===== src/rtl/imem_loader_pkg.sv =====
// imem_loader_pkg
//   Shared types and constants for the instruction-memory loader.
//   state_t      : loader FSM state encoding
//   DATA_WIDTH_DEF : default program word width
package imem_loader_pkg;

  localparam int DATA_WIDTH_DEF = 32;

  typedef enum logic [2:0] {
    IDLE  = 3'd0,
    LOAD  = 3'd1,
    CHECK = 3'd2,
    RUN   = 3'd3,
    ERR   = 3'd4
  } state_t;

endpackage


===== src/rtl/imem_loader_if.sv =====
// imem_loader_if
//   Valid/ready stream carrying program words and the trailing checksum.
//   in_valid : source has a word on in_data
//   in_data  : program word or checksum word
//   in_last  : marks the final program word (not the checksum)
//   in_ready : loader accepts a word this cycle
//   master   : source side, slave : loader side
import imem_loader_pkg::*;

interface imem_loader_if #(
  parameter int DATA_WIDTH = DATA_WIDTH_DEF
);
  logic                  in_valid;
  logic [DATA_WIDTH-1:0] in_data;
  logic                  in_last;
  logic                  in_ready;

  modport master (output in_valid, output in_data, output in_last, input in_ready);
  modport slave  (input in_valid, input in_data, input in_last, output in_ready);
endinterface


===== src/rtl/imem_loader_checksum.sv =====
// loader_checksum
//   Clearable modulo-2^DATA_WIDTH additive accumulator with equality compare.
//   clk, reset : system clock, async active-low reset
//   i_clear    : zero the accumulator (wins over i_en)
//   i_en       : add i_data to the accumulator
//   i_data     : word to accumulate
//   i_cmp      : value compared against the current accumulator
//   o_sum      : current accumulator
//   o_match    : o_sum == i_cmp
import imem_loader_pkg::*;

module loader_checksum #(
  parameter int DATA_WIDTH = DATA_WIDTH_DEF
) (
  input  logic                  clk,
  input  logic                  reset,
  input  logic                  i_clear,
  input  logic                  i_en,
  input  logic [DATA_WIDTH-1:0] i_data,
  input  logic [DATA_WIDTH-1:0] i_cmp,
  output logic [DATA_WIDTH-1:0] o_sum,
  output logic                  o_match
);

  logic [DATA_WIDTH-1:0] r_acc;

  // Carry out of the top bit is dropped on purpose: the sum is modular.
  always_ff @(posedge clk or negedge reset) begin
    if (!reset) begin
      r_acc <= '0;
    end else if (i_clear) begin
      r_acc <= '0;
    end else if (i_en) begin
      r_acc <= r_acc + i_data;
    end
  end

  assign o_sum   = r_acc;
  assign o_match = (r_acc == i_cmp);

endmodule


===== src/rtl/imem_loader.sv =====
// imem_loader
//   Fills instruction memory from a word stream, verifies an additive
//   checksum and then releases the core from reset.
//   clk, reset     : system clock, async active-low reset
//   i_start        : one-cycle request to begin a (re)load
//   s_in           : program word stream (slave side)
//   o_imem_we      : instruction-memory write enable
//   o_imem_addr    : instruction-memory word address
//   o_imem_wdata   : instruction-memory write data
//   o_core_reset   : active-high core reset, held unless running
//   o_busy         : loading or checking
//   o_done         : program loaded and verified, core running
//   o_error        : overflow or checksum mismatch
//   o_word_count   : program words written in the current load
//
//   state | meaning
//   IDLE  | after reset, waiting for start
//   LOAD  | accepting program words, writing memory
//   CHECK | waiting for the checksum word
//   RUN   | checksum good, core released
//   ERR   | overflow or bad checksum, core held
import imem_loader_pkg::*;

module imem_loader #(
  parameter int ADDR_WIDTH = 6,
  parameter int DATA_WIDTH = DATA_WIDTH_DEF
) (
  input  logic                  clk,
  input  logic                  reset,
  input  logic                  i_start,
  imem_loader_if.slave          s_in,
  output logic                  o_imem_we,
  output logic [ADDR_WIDTH-1:0] o_imem_addr,
  output logic [DATA_WIDTH-1:0] o_imem_wdata,
  output logic                  o_core_reset,
  output logic                  o_busy,
  output logic                  o_done,
  output logic                  o_error,
  output logic [ADDR_WIDTH:0]   o_word_count
);

  // word_count value meaning "memory full"
  localparam logic [ADDR_WIDTH:0] C_FULL = {1'b1, {ADDR_WIDTH{1'b0}}};

  state_t                r_state;
  state_t                w_state_nxt;
  logic [ADDR_WIDTH:0]   r_word_count;
  logic                  r_imem_we;
  logic [ADDR_WIDTH-1:0] r_imem_addr;
  logic [DATA_WIDTH-1:0] r_imem_wdata;
  logic                  w_ready;
  logic                  w_xfer;
  logic                  w_clear;
  logic                  w_wr;
  logic                  w_match;
  logic [DATA_WIDTH-1:0] w_sum;

  assign w_ready = (r_state == LOAD) || (r_state == CHECK);
  assign w_xfer  = s_in.in_valid && w_ready;

  always_ff @(posedge clk or negedge reset) begin
    if (!reset) begin
      r_state <= IDLE;
    end else begin
      r_state <= w_state_nxt;
    end
  end

  always_comb begin
    w_state_nxt = r_state;
    w_clear     = 1'b0;
    w_wr        = 1'b0;
    case (r_state)
      IDLE: begin
        if (i_start) begin
          w_state_nxt = LOAD;
          w_clear     = 1'b1;
        end
      end
      LOAD: begin
        if (w_xfer) begin
          // A word arriving with memory already full is dropped, not written.
          if (r_word_count == C_FULL) begin
            w_state_nxt = ERR;
          end else begin
            w_wr = 1'b1;
            if (s_in.in_last) begin
              w_state_nxt = CHECK;
            end
          end
        end
      end
      CHECK: begin
        if (w_xfer) begin
          w_state_nxt = w_match ? RUN : ERR;
        end
      end
      RUN, ERR: begin
        if (i_start) begin
          w_state_nxt = LOAD;
          w_clear     = 1'b1;
        end
      end
      default: w_state_nxt = IDLE;
    endcase
  end

  always_ff @(posedge clk or negedge reset) begin
    if (!reset) begin
      r_word_count <= '0;
      r_imem_we    <= 1'b0;
      r_imem_addr  <= '0;
      r_imem_wdata <= '0;
    end else begin
      r_imem_we <= w_wr;
      if (w_clear) begin
        r_word_count <= '0;
      end else if (w_wr) begin
        r_word_count <= r_word_count + 1'b1;
      end
      if (w_wr) begin
        r_imem_addr  <= r_word_count[ADDR_WIDTH-1:0];
        r_imem_wdata <= s_in.in_data;
      end
    end
  end

  loader_checksum #(.DATA_WIDTH(DATA_WIDTH)) u_checksum (
    .clk     (clk),
    .reset   (reset),
    .i_clear (w_clear),
    .i_en    (w_wr),
    .i_data  (s_in.in_data),
    .i_cmp   (s_in.in_data),
    .o_sum   (w_sum),
    .o_match (w_match)
  );

  assign s_in.in_ready = w_ready;
  assign o_imem_we     = r_imem_we;
  assign o_imem_addr   = r_imem_addr;
  assign o_imem_wdata  = r_imem_wdata;
  assign o_core_reset  = (r_state != RUN);
  assign o_busy        = w_ready;
  assign o_done        = (r_state == RUN);
  assign o_error       = (r_state == ERR);
  assign o_word_count  = r_word_count;

endmodule

===== src/flat_wrapper.sv =====
// flat-port wrapper written by rule: the top's interface ports become plain ports
module imem_loader_flat 
#(
  parameter int ADDR_WIDTH = 6,
  parameter int DATA_WIDTH = DATA_WIDTH_DEF
)
  (clk, reset, i_start, o_imem_we, o_imem_addr, o_imem_wdata, o_core_reset, o_busy, o_done, o_error, o_word_count, s_in_in_valid, s_in_in_data, s_in_in_last, s_in_in_ready);
  imem_loader_if #(.DATA_WIDTH(DATA_WIDTH)) s_in_i ();
  input  logic clk;
  input  logic reset;
  input  logic i_start;
  output logic o_imem_we;
  output logic [ADDR_WIDTH-1:0] o_imem_addr;
  output logic [DATA_WIDTH-1:0] o_imem_wdata;
  output logic o_core_reset;
  output logic o_busy;
  output logic o_done;
  output logic o_error;
  output logic [ADDR_WIDTH:0] o_word_count;
  input wire logic [$bits(s_in_i.in_valid)-1:0] s_in_in_valid;
  input wire logic [$bits(s_in_i.in_data)-1:0] s_in_in_data;
  input wire logic [$bits(s_in_i.in_last)-1:0] s_in_in_last;
  output wire logic [$bits(s_in_i.in_ready)-1:0] s_in_in_ready;
  assign s_in_i.in_valid = s_in_in_valid;
  assign s_in_i.in_data = s_in_in_data;
  assign s_in_i.in_last = s_in_in_last;
  assign s_in_in_ready = s_in_i.in_ready;
  imem_loader #(.ADDR_WIDTH(ADDR_WIDTH), .DATA_WIDTH(DATA_WIDTH)) u_core (.clk(clk), .reset(reset), .i_start(i_start), .s_in(s_in_i), .o_imem_we(o_imem_we), .o_imem_addr(o_imem_addr), .o_imem_wdata(o_imem_wdata), .o_core_reset(o_core_reset), .o_busy(o_busy), .o_done(o_done), .o_error(o_error), .o_word_count(o_word_count));
endmodule

===== config.mk =====
export PLATFORM = sky130hd
export DESIGN_NAME = imem_loader_flat
export DESIGN_NICKNAME = d
export VERILOG_FILES = /design/src/rtl/imem_loader_pkg.sv /design/src/rtl/imem_loader_if.sv /design/src/rtl/imem_loader_checksum.sv /design/src/rtl/imem_loader.sv /design/src/flat_wrapper.sv
export SDC_FILE = /design/constraint.sdc
export NUM_CORES = 1
export LEC_CHECK = 0
export CAP_MARGIN = 5
export CORE_AREA = 4 4 102 104
export DETAILED_ROUTE_END_ITERATION = 6
export DIE_AREA = 0 0 106 108
export GPL_ROUTABILITY_DRIVEN = 0
export HOLD_SLACK_MARGIN = 0.05
export PLACE_DENSITY = 0.87
export SYNTH_ARGS = -nofsm -noshare
export SYNTH_HDL_FRONTEND = slang
export SYNTH_SLANG_ARGS = --single-unit

===== constraint.sdc =====
create_clock -name clk -period 3 [get_ports clk]
set_input_delay 0.45 -clock clk [delete_from_list [all_inputs] [get_ports clk]]
set_output_delay 0.45 -clock clk [all_outputs]
set_load 0.01 [all_outputs]

==> results of run 1 <==
[cells by family after synthesis]
kind of cell,count (synthesis)
simple gates,266
compound gates,136
flops,81
buf+inv,45
fa+ha+maj,34
xor+xnor,29
mux,3
[worst paths after layout]
path	from	end	slack, ns	cells after the start
worst max-delay path	s_in_in_data[0]	u_core.u_checksum.o_sum[28]	0.14	12
worst min-delay path	reset	u_core.r_state[1]	0.25	1
worst max register to register	u_core.u_checksum.o_sum[22]	u_core.u_checksum.o_sum[29]	0.34	9
worst min register to register	u_core.o_imem_wdata[3]	u_core.o_imem_wdata[3]	0.48	2
max in group asynchronous	reset	u_core.u_checksum.o_sum[9]	2.08	1
min in group clk	u_core.o_imem_wdata[3]	u_core.o_imem_wdata[3]	0.48	2
[per-stage QoR]
| stage | hold WS, ns | setup WS [ns] | cell area (sq um) | utilization | std cells |
|---|---|---|---|---|---|
| 4_1_cts | 0.288 | 0.132 | 6420 | 0.672 | 830 |
| 3_5_place_dp | 0.461 | -0.229 | 6180 | 0.647 | 814 |
| 3_3_place_gp | 0.457 | -0.0813 | 6180 | 0.647 | 814 |
| 6_report | 0.245 | 0.136 | 6420 | 0.672 | 830 |
| 5_1_grt | 0.340 | 0.00383 | 6420 | 0.672 | 830 |
| 2_1_floorplan | 0.154 | 0.530 | 5010 | - | 594 |
[power groups by stage]
stage                     logic, uW  clock network [uW]  registers, uW
after floorplan                1970                   0           1870
after global placement         3230                   0           1780
after detailed placement       3370                   0           1810
after CTS                      3400                 998           1790
after global routing           3760                1040           1850
final                          3400                 980           1790
[sequential cells by signal, summed over array words and instances, names as in the netlist]
signal	count
u_core.o_imem_addr	6
u_core.o_word_count	7
u_core.r_state	3
u_core.o_imem_we	1
u_core.u_checksum.o_sum	32
u_core.o_imem_wdata	32
[final cells by class]
class                           count  area (sq um)  share of cell area
Clock buffer                        9           124              0.0193
Sequential cell                    81          2030               0.316
Tap cell                          133           166              0.0259
Clock inverter                      7           118              0.0183
Timing Repair Buffer              118          1110               0.173
Inverter                           14          52.6             0.00819
Multi-Input combinational cell    468          2820               0.439
[Yosys cell counts (5+ instances only)]
| library cell | count | area share |
|---|---|---|
| o21a_1 | 5 | 0.0075 |
| xor2_1 | 12 | 0.021 |
| nand2_1 | 137 | 0.10 |
| o31ai_1 | 5 | 0.0075 |
| nor4_1 | 9 | 0.011 |
| and3_1 | 6 | 0.0075 |
| ha_1 | 33 | 0.082 |
| buf_2 | 7 | 0.0070 |
| dfrtp_1 | 81 | 0.40 |
| o21ai_0 | 43 | 0.043 |
| a21o_1 | 15 | 0.022 |
| inv_1 | 13 | 0.0097 |
| nand2b_1 | 5 | 0.0062 |
| xnor2_1 | 17 | 0.030 |
| nor3_1 | 7 | 0.0070 |
| nand4_1 | 9 | 0.011 |
| a21oi_1 | 28 | 0.028 |
| nor2_1 | 27 | 0.020 |
| clkbuf_1 | 19 | 0.014 |
| nand3_1 | 46 | 0.046 |
[per-layer routing]
layer	wire, um	up-vias	track usage	part of all wire
met4	278	0	0.0814	0.021
met2	6390	173	0.409	0.49
li1	-	2290	-	-
met5	0	-	0	0
met1	5520	2281	0.297	0.42
met3	813	26	0.0549	0.063
==> flow_summary_export.csv, run 1 <==
group,metric,value,unit
synth,synth_compound_area_frac,0.175,
clock_tree,post_cts_resized,0,
sta,drv_slew,0,
synth,avgSynthCellArea,8.44,sq um
route,detailedRoute.firstIterationViolations,382,
synth,ys_types,61,
route,via_count,4770,
floorplan,initial_core_util,0.525,
run,maxCapViolations,0,
power_and_ir_drop,p_int,3650,uW
sta,finalSetupTns,0,ns
route,drc,4,
worst_hold_path,hp-class,"in2async",
sta,skew,0.0128,ns
sta,setup_viol,0,
layout,area_delta_synth_final,28.0,%
floorplan,die_h,108,um
worst_setup_path,cp_top_family,"simple AND/OR/NAND/NOR gates",
clock_tree,path_clk_slew,0.09,ns
global_routing,grt_antenna_before_repair,0,
synth,synth_ff_type,"dfrtp_1",
power_and_ir_drop,swShare,0.410,
global_routing,grt_overflow,0,
clock_tree,insertion_delay,0.37,ns
worst_setup_path,cp.required,3.31,ns
clock_tree,cts_tree,"yes",
synth,synthAdderAreaFrac,0.0863,
clock_tree,max-clock-path-buffers,2,
floorplan,die-area,11400,sq um
synth,syn-cell-area,5010,sq um
worst_setup_path,cp_cell_sequence,"clkdlybuf4s50_1, ha_1, inv_1, fa_1, nor2b_1, o211ai_1, a21oi_2, o211ai_2, a31oi_1, nor4_1, or4b_1, nand3_1",
sta,slew_headroom,0.321,
synth,async_flop_share,1.00,
power_and_ir_drop,clkPwrFrac,0.159,
clock_tree,ctsRootBufferMaster,"clkbuf_8",
run_status,outcome,"complete, but fails checks",
layout,final_cell_mix,"nand2_1, clkdlybuf4s50_1, dfrtp_1",
route,drt-total-wl,13000,um
placed_design,io_buffers,87,
global_routing,grt_usage,0.238,
power_and_ir_drop,powerDensity,962,nW/um^2
route,drt_first_pass_iters,7,
floorplan,num_io_pins,88,
global_routing,grt_max_degree,82,
sta,hold_violations,0,
clock_tree,post_cts_buffers,0,
layout,antenna_cells,0,
power_and_ir_drop,power_leakage,0.00307,uW
route,vias_per_cell,5.75,
global_routing,grt_pass1_wl,22200,um
run_status,violations,"DRC",
worst_setup_path,arrival,3.18,ns
synth,muxShareOfSynthArea,0.00599,
synth,ys_warn_count,0,
power_and_ir_drop,peakVddDrop,0.000538,V
synth,ys_seq_area_frac,0.404,
synth,synthSimpleGateAreaFrac,0.242,
synth,synth_top_family_by_area,"simple AND/OR/NAND/NOR gates",
route,avgRoutedWirePerCell,15.7,um
worst_setup_path,critPathMaxStageDelay,0.51,ns
floorplan,core-area,9550,sq um
synth,ys_seq_elements,81,
layout,final_common_cell,"nand2_1",
global_routing,grt_pass1_vias,4761,
sta,max_slew.worst_pin.slew,1.02,ns
sta,min_period_over_period,0.955,
power_and_ir_drop,p_comb_frac,0.551,
layout,drive_gt1_frac,0.0890,
worst_setup_path,critPathKind,"in2reg",
power_and_ir_drop,power_frac_seq,0.290,
synth,synth_xor_area_frac,0.0506,
layout,final_net_count,763,
synth,synth_edf_count,0,
worst_setup_path,slowest_stage,"clkdlybuf4s50_1",
synth,synthCells,594,
sta,fmaxAchievable,349,MHz
placed_design,hpwlAfterDp,9490,um
worst_setup_path,crit_buf_inv,2,
power_and_ir_drop,p_total,6180,uW
sta,period_needed,2.86,ns
power_and_ir_drop,p_sw,2530,uW
worst_setup_path,crit_path_end_kind,"flop",
layout,num-fill-cells,744,
floorplan,rows,36,
worst_setup_path,start_kind,"input pin",
sta,grt_setup_unrepaired,"no",
floorplan,die_x,106,um
clock_tree,postCtsHoldBufs,0,
worst_setup_path,critical_path_peak_fanout,4,
clock_tree,clkSinkCount,81,
clock_tree,htreeDepth,3,
route,ant_nets,0,
clock_tree,cts_buffers,9,
synth,syn_nets,665,
(Power assumes the default switching activity.)
==> run 2: changes to the inputs <==
- GPL_TIMING_DRIVEN: not set -> 0
==> run 2 against run 1 <==
Against the previous run: the flow finishes with violations (setup timing); first-iteration DRC count is 22% higher; core utilization down 1.1 points; combinational power about the same; design area fell by 1.7%; cell count grew 0.48%; non-clock buffer count rose by 4; sequential power is essentially flat; highest routed layer unchanged; sequential cell count stayed put; total power is 3.3% lower; sequential share of layout area up 0.53 points; wire length up 6.9%; clock power shrank 16%.
==> flow_summary_export.csv, run 2 (synthesis results as in run 1) <==
group,metric,value,unit
global_routing,grt_overflow,0,
power_and_ir_drop,peakVddDrop,0.000438,V
sta,min_period_over_period,1.01,
route,via_count,4955,
layout,final_cell_mix,"nand2_1, clkdlybuf4s50_1, dfrtp_1",
power_and_ir_drop,p_int,3380,uW
worst_hold_path,worstHoldPathCells,2,
sta,slew_headroom,0.606,
clock_tree,cts_buffers,9,
sta,worst_slack,-0.0334,ns
floorplan,initial_core_util,0.525,
sta,hold_violations,0,
worst_setup_path,start_kind,"input pin",
clock_tree,ctsRootBufferMaster,"clkbuf_8",
floorplan,die_h,108,um
floorplan,die-area,11400,sq um
sta,drv_slew,0,
power_and_ir_drop,p_total,5980,uW
route,ant_nets,0,
floorplan,num_io_pins,88,
sta,skew,0.0121,ns
power_and_ir_drop,power_frac_seq,0.298,
layout,drive_gt1_frac,0.0599,
clock_tree,htreeDepth,3,
global_routing,grt_max_degree,48,
layout,num-fill-cells,757,
global_routing,grt_pass1_vias,4855,
layout,final_net_count,767,
global_routing,grt_pass1_wl,22800,um
route,drc,0,
route,drt_first_pass_iters,5,
clock_tree,insertion_delay,0.38,ns
global_routing,use_met1,0.326,
power_and_ir_drop,clkPwrFrac,0.138,
floorplan,rows,36,
worst_setup_path,arrival,3.27,ns
placed_design,io_buffers,87,
worst_setup_path,cp.required,3.23,ns
layout,register_area,2030,sq um
power_and_ir_drop,powerDensity,947,nW/um^2
sta,fmaxAchievable,330,MHz
run_status,outcome,"complete, but fails checks",
route,drt-total-wl,13900,um
worst_setup_path,reg2reg_depth,9,
sta,period_needed,3.03,ns
worst_hold_path,hp-start,"u_core.o_imem_wdata[23]",
power_and_ir_drop,power_leakage,0.00297,uW
floorplan,die_x,106,um
worst_setup_path,rr_startpoint,"u_core.u_checksum.o_sum[22]",
global_routing,grt_use_met2,0.401,
worst_setup_path,r2r_end,"u_core.u_checksum.o_sum[27]",
clock_tree,path_clk_slew,0.08,ns
global_routing,grt_usage,0.247,
sta,max_slew.worst_pin.slew,0.591,ns
floorplan,core-area,9550,sq um
worst_hold_path,min_to,"u_core.o_imem_wdata[23]",
layout,fin_util,0.661,
route,vias_per_cell,5.94,
run_status,violations,"setup timing",
clock_tree,clkSinkCount,81,
worst_setup_path,rrSetupSlack,0.13,ns
run,maxCapViolations,0,
layout,final_common_cell,"nand2_1",
clock_tree,cts_tree,"yes",
layout,multi_input_area,2820,sq um
layout,antenna_cells,0,
global_routing,grtUsageMet3,0.0436,
power_and_ir_drop,p_sw,2600,uW
route,avgRoutedWirePerCell,16.7,um
sta,setup_viol,2,
worst_setup_path,crit_path_end_kind,"flop",
global_routing,grt_antenna_before_repair,0,
power_and_ir_drop,swShare,0.435,
global_routing,busiest_layer,"met2",
placed_design,hpwlAfterDp,10300,um
route,detailedRoute.firstIterationViolations,466,
layout,area_delta_synth_final,25.9,%
clock_tree,max-clock-path-buffers,2,
worst_hold_path,hp-class,"reg2reg",
worst_setup_path,critical_path_peak_fanout,6,
worst_setup_path,critPathKind,"in2reg",
power_and_ir_drop,p_comb_frac,0.563,
run 2: metrics by stage:
step                      worst slack [ns]  setup TNS (ns)  instances  hold slack, ns  instance area, sq um
after floorplan                      0.530               0        594           0.154                  5010
after global placement               -1.37         -111.60        814           0.457                  6050
after detailed placement            -0.323           -1.63        815           0.442                  6080
after CTS                           0.0301               0        832           0.481                  6280
after global routing              -0.00403        -0.00746        834           0.504                  6310
final                              -0.0334         -0.0407        834           0.476                  6310
run 2: worst max-delay path, stage by stage:
cell	delay [ns]
clkdlybuf4s50_1	0.46
ha_1	0.39
a21o_1	0.24
a21o_1	0.19
a21oi_1	0.29
or4b_1	0.51
a211oi_2	0.31
o31ai_1	0.15
xnor2_1	0.18
o21ai_0	0.11
run 2: power groups by stage:
stage | clock network [uW] | registers, uW | logic (uW)
after floorplan | 0 | 1870 | 1970
after detailed placement | 0 | 1800 | 3290
final | 827 | 1780 | 3370
after global routing | 888 | 1830 | 3700
after CTS | 834 | 1780 | 3320
after global placement | 0 | 1770 | 3140
run 2: how the worst max path moves through the flow:
| stage | startpoint | endpoint | slack (ns) |
|---|---|---|---|
| final | s_in_in_data[22] | u_core.u_checksum.o_sum[27] | -0.03 |
| after global routing | s_in_in_data[0] | u_core.u_checksum.o_sum[28] | -0.004 |
| after CTS | s_in_in_data[0] | u_core.u_checksum.o_sum[30] | 0.03 |
| after detailed placement | s_in_in_data[0] | u_core.u_checksum.o_sum[30] | -0.32 |
| after global placement | reset | u_core.o_imem_wdata[20] | -1.37 |
| after floorplan | s_in_in_data[0] | u_core.u_checksum.o_sum[30] | 0.53 |
run 2: final cells by class:
cell class              instances  area share
plain buffers                  31      0.0204
clock buffers                  11      0.0224
clock inverters                 5     0.00872
inverters                      14     0.00833
multi-input cells             468       0.447
flip-flops and latches         81       0.321
well taps                     133      0.0264
repair buffers                 91       0.146
run 2: repair_timing:
| item | 4_1_cts | 5_1_grt |
|---|---|---|
| setup endpoints to repair | 0 | 2 |
| resized for setup | 0 | 3 |
| hold buffers | 1 | 0 |
| hold endpoints to repair | 34 | 0 |
| buffers inserted | 0 | 2 |
run 2: metal layers:
metal,vias to the layer above,part of all wire
met2,238,0.47
li1,2301,-
met1,2372,0.42
met4,0,0.032
met3,44,0.078
met5,-,0
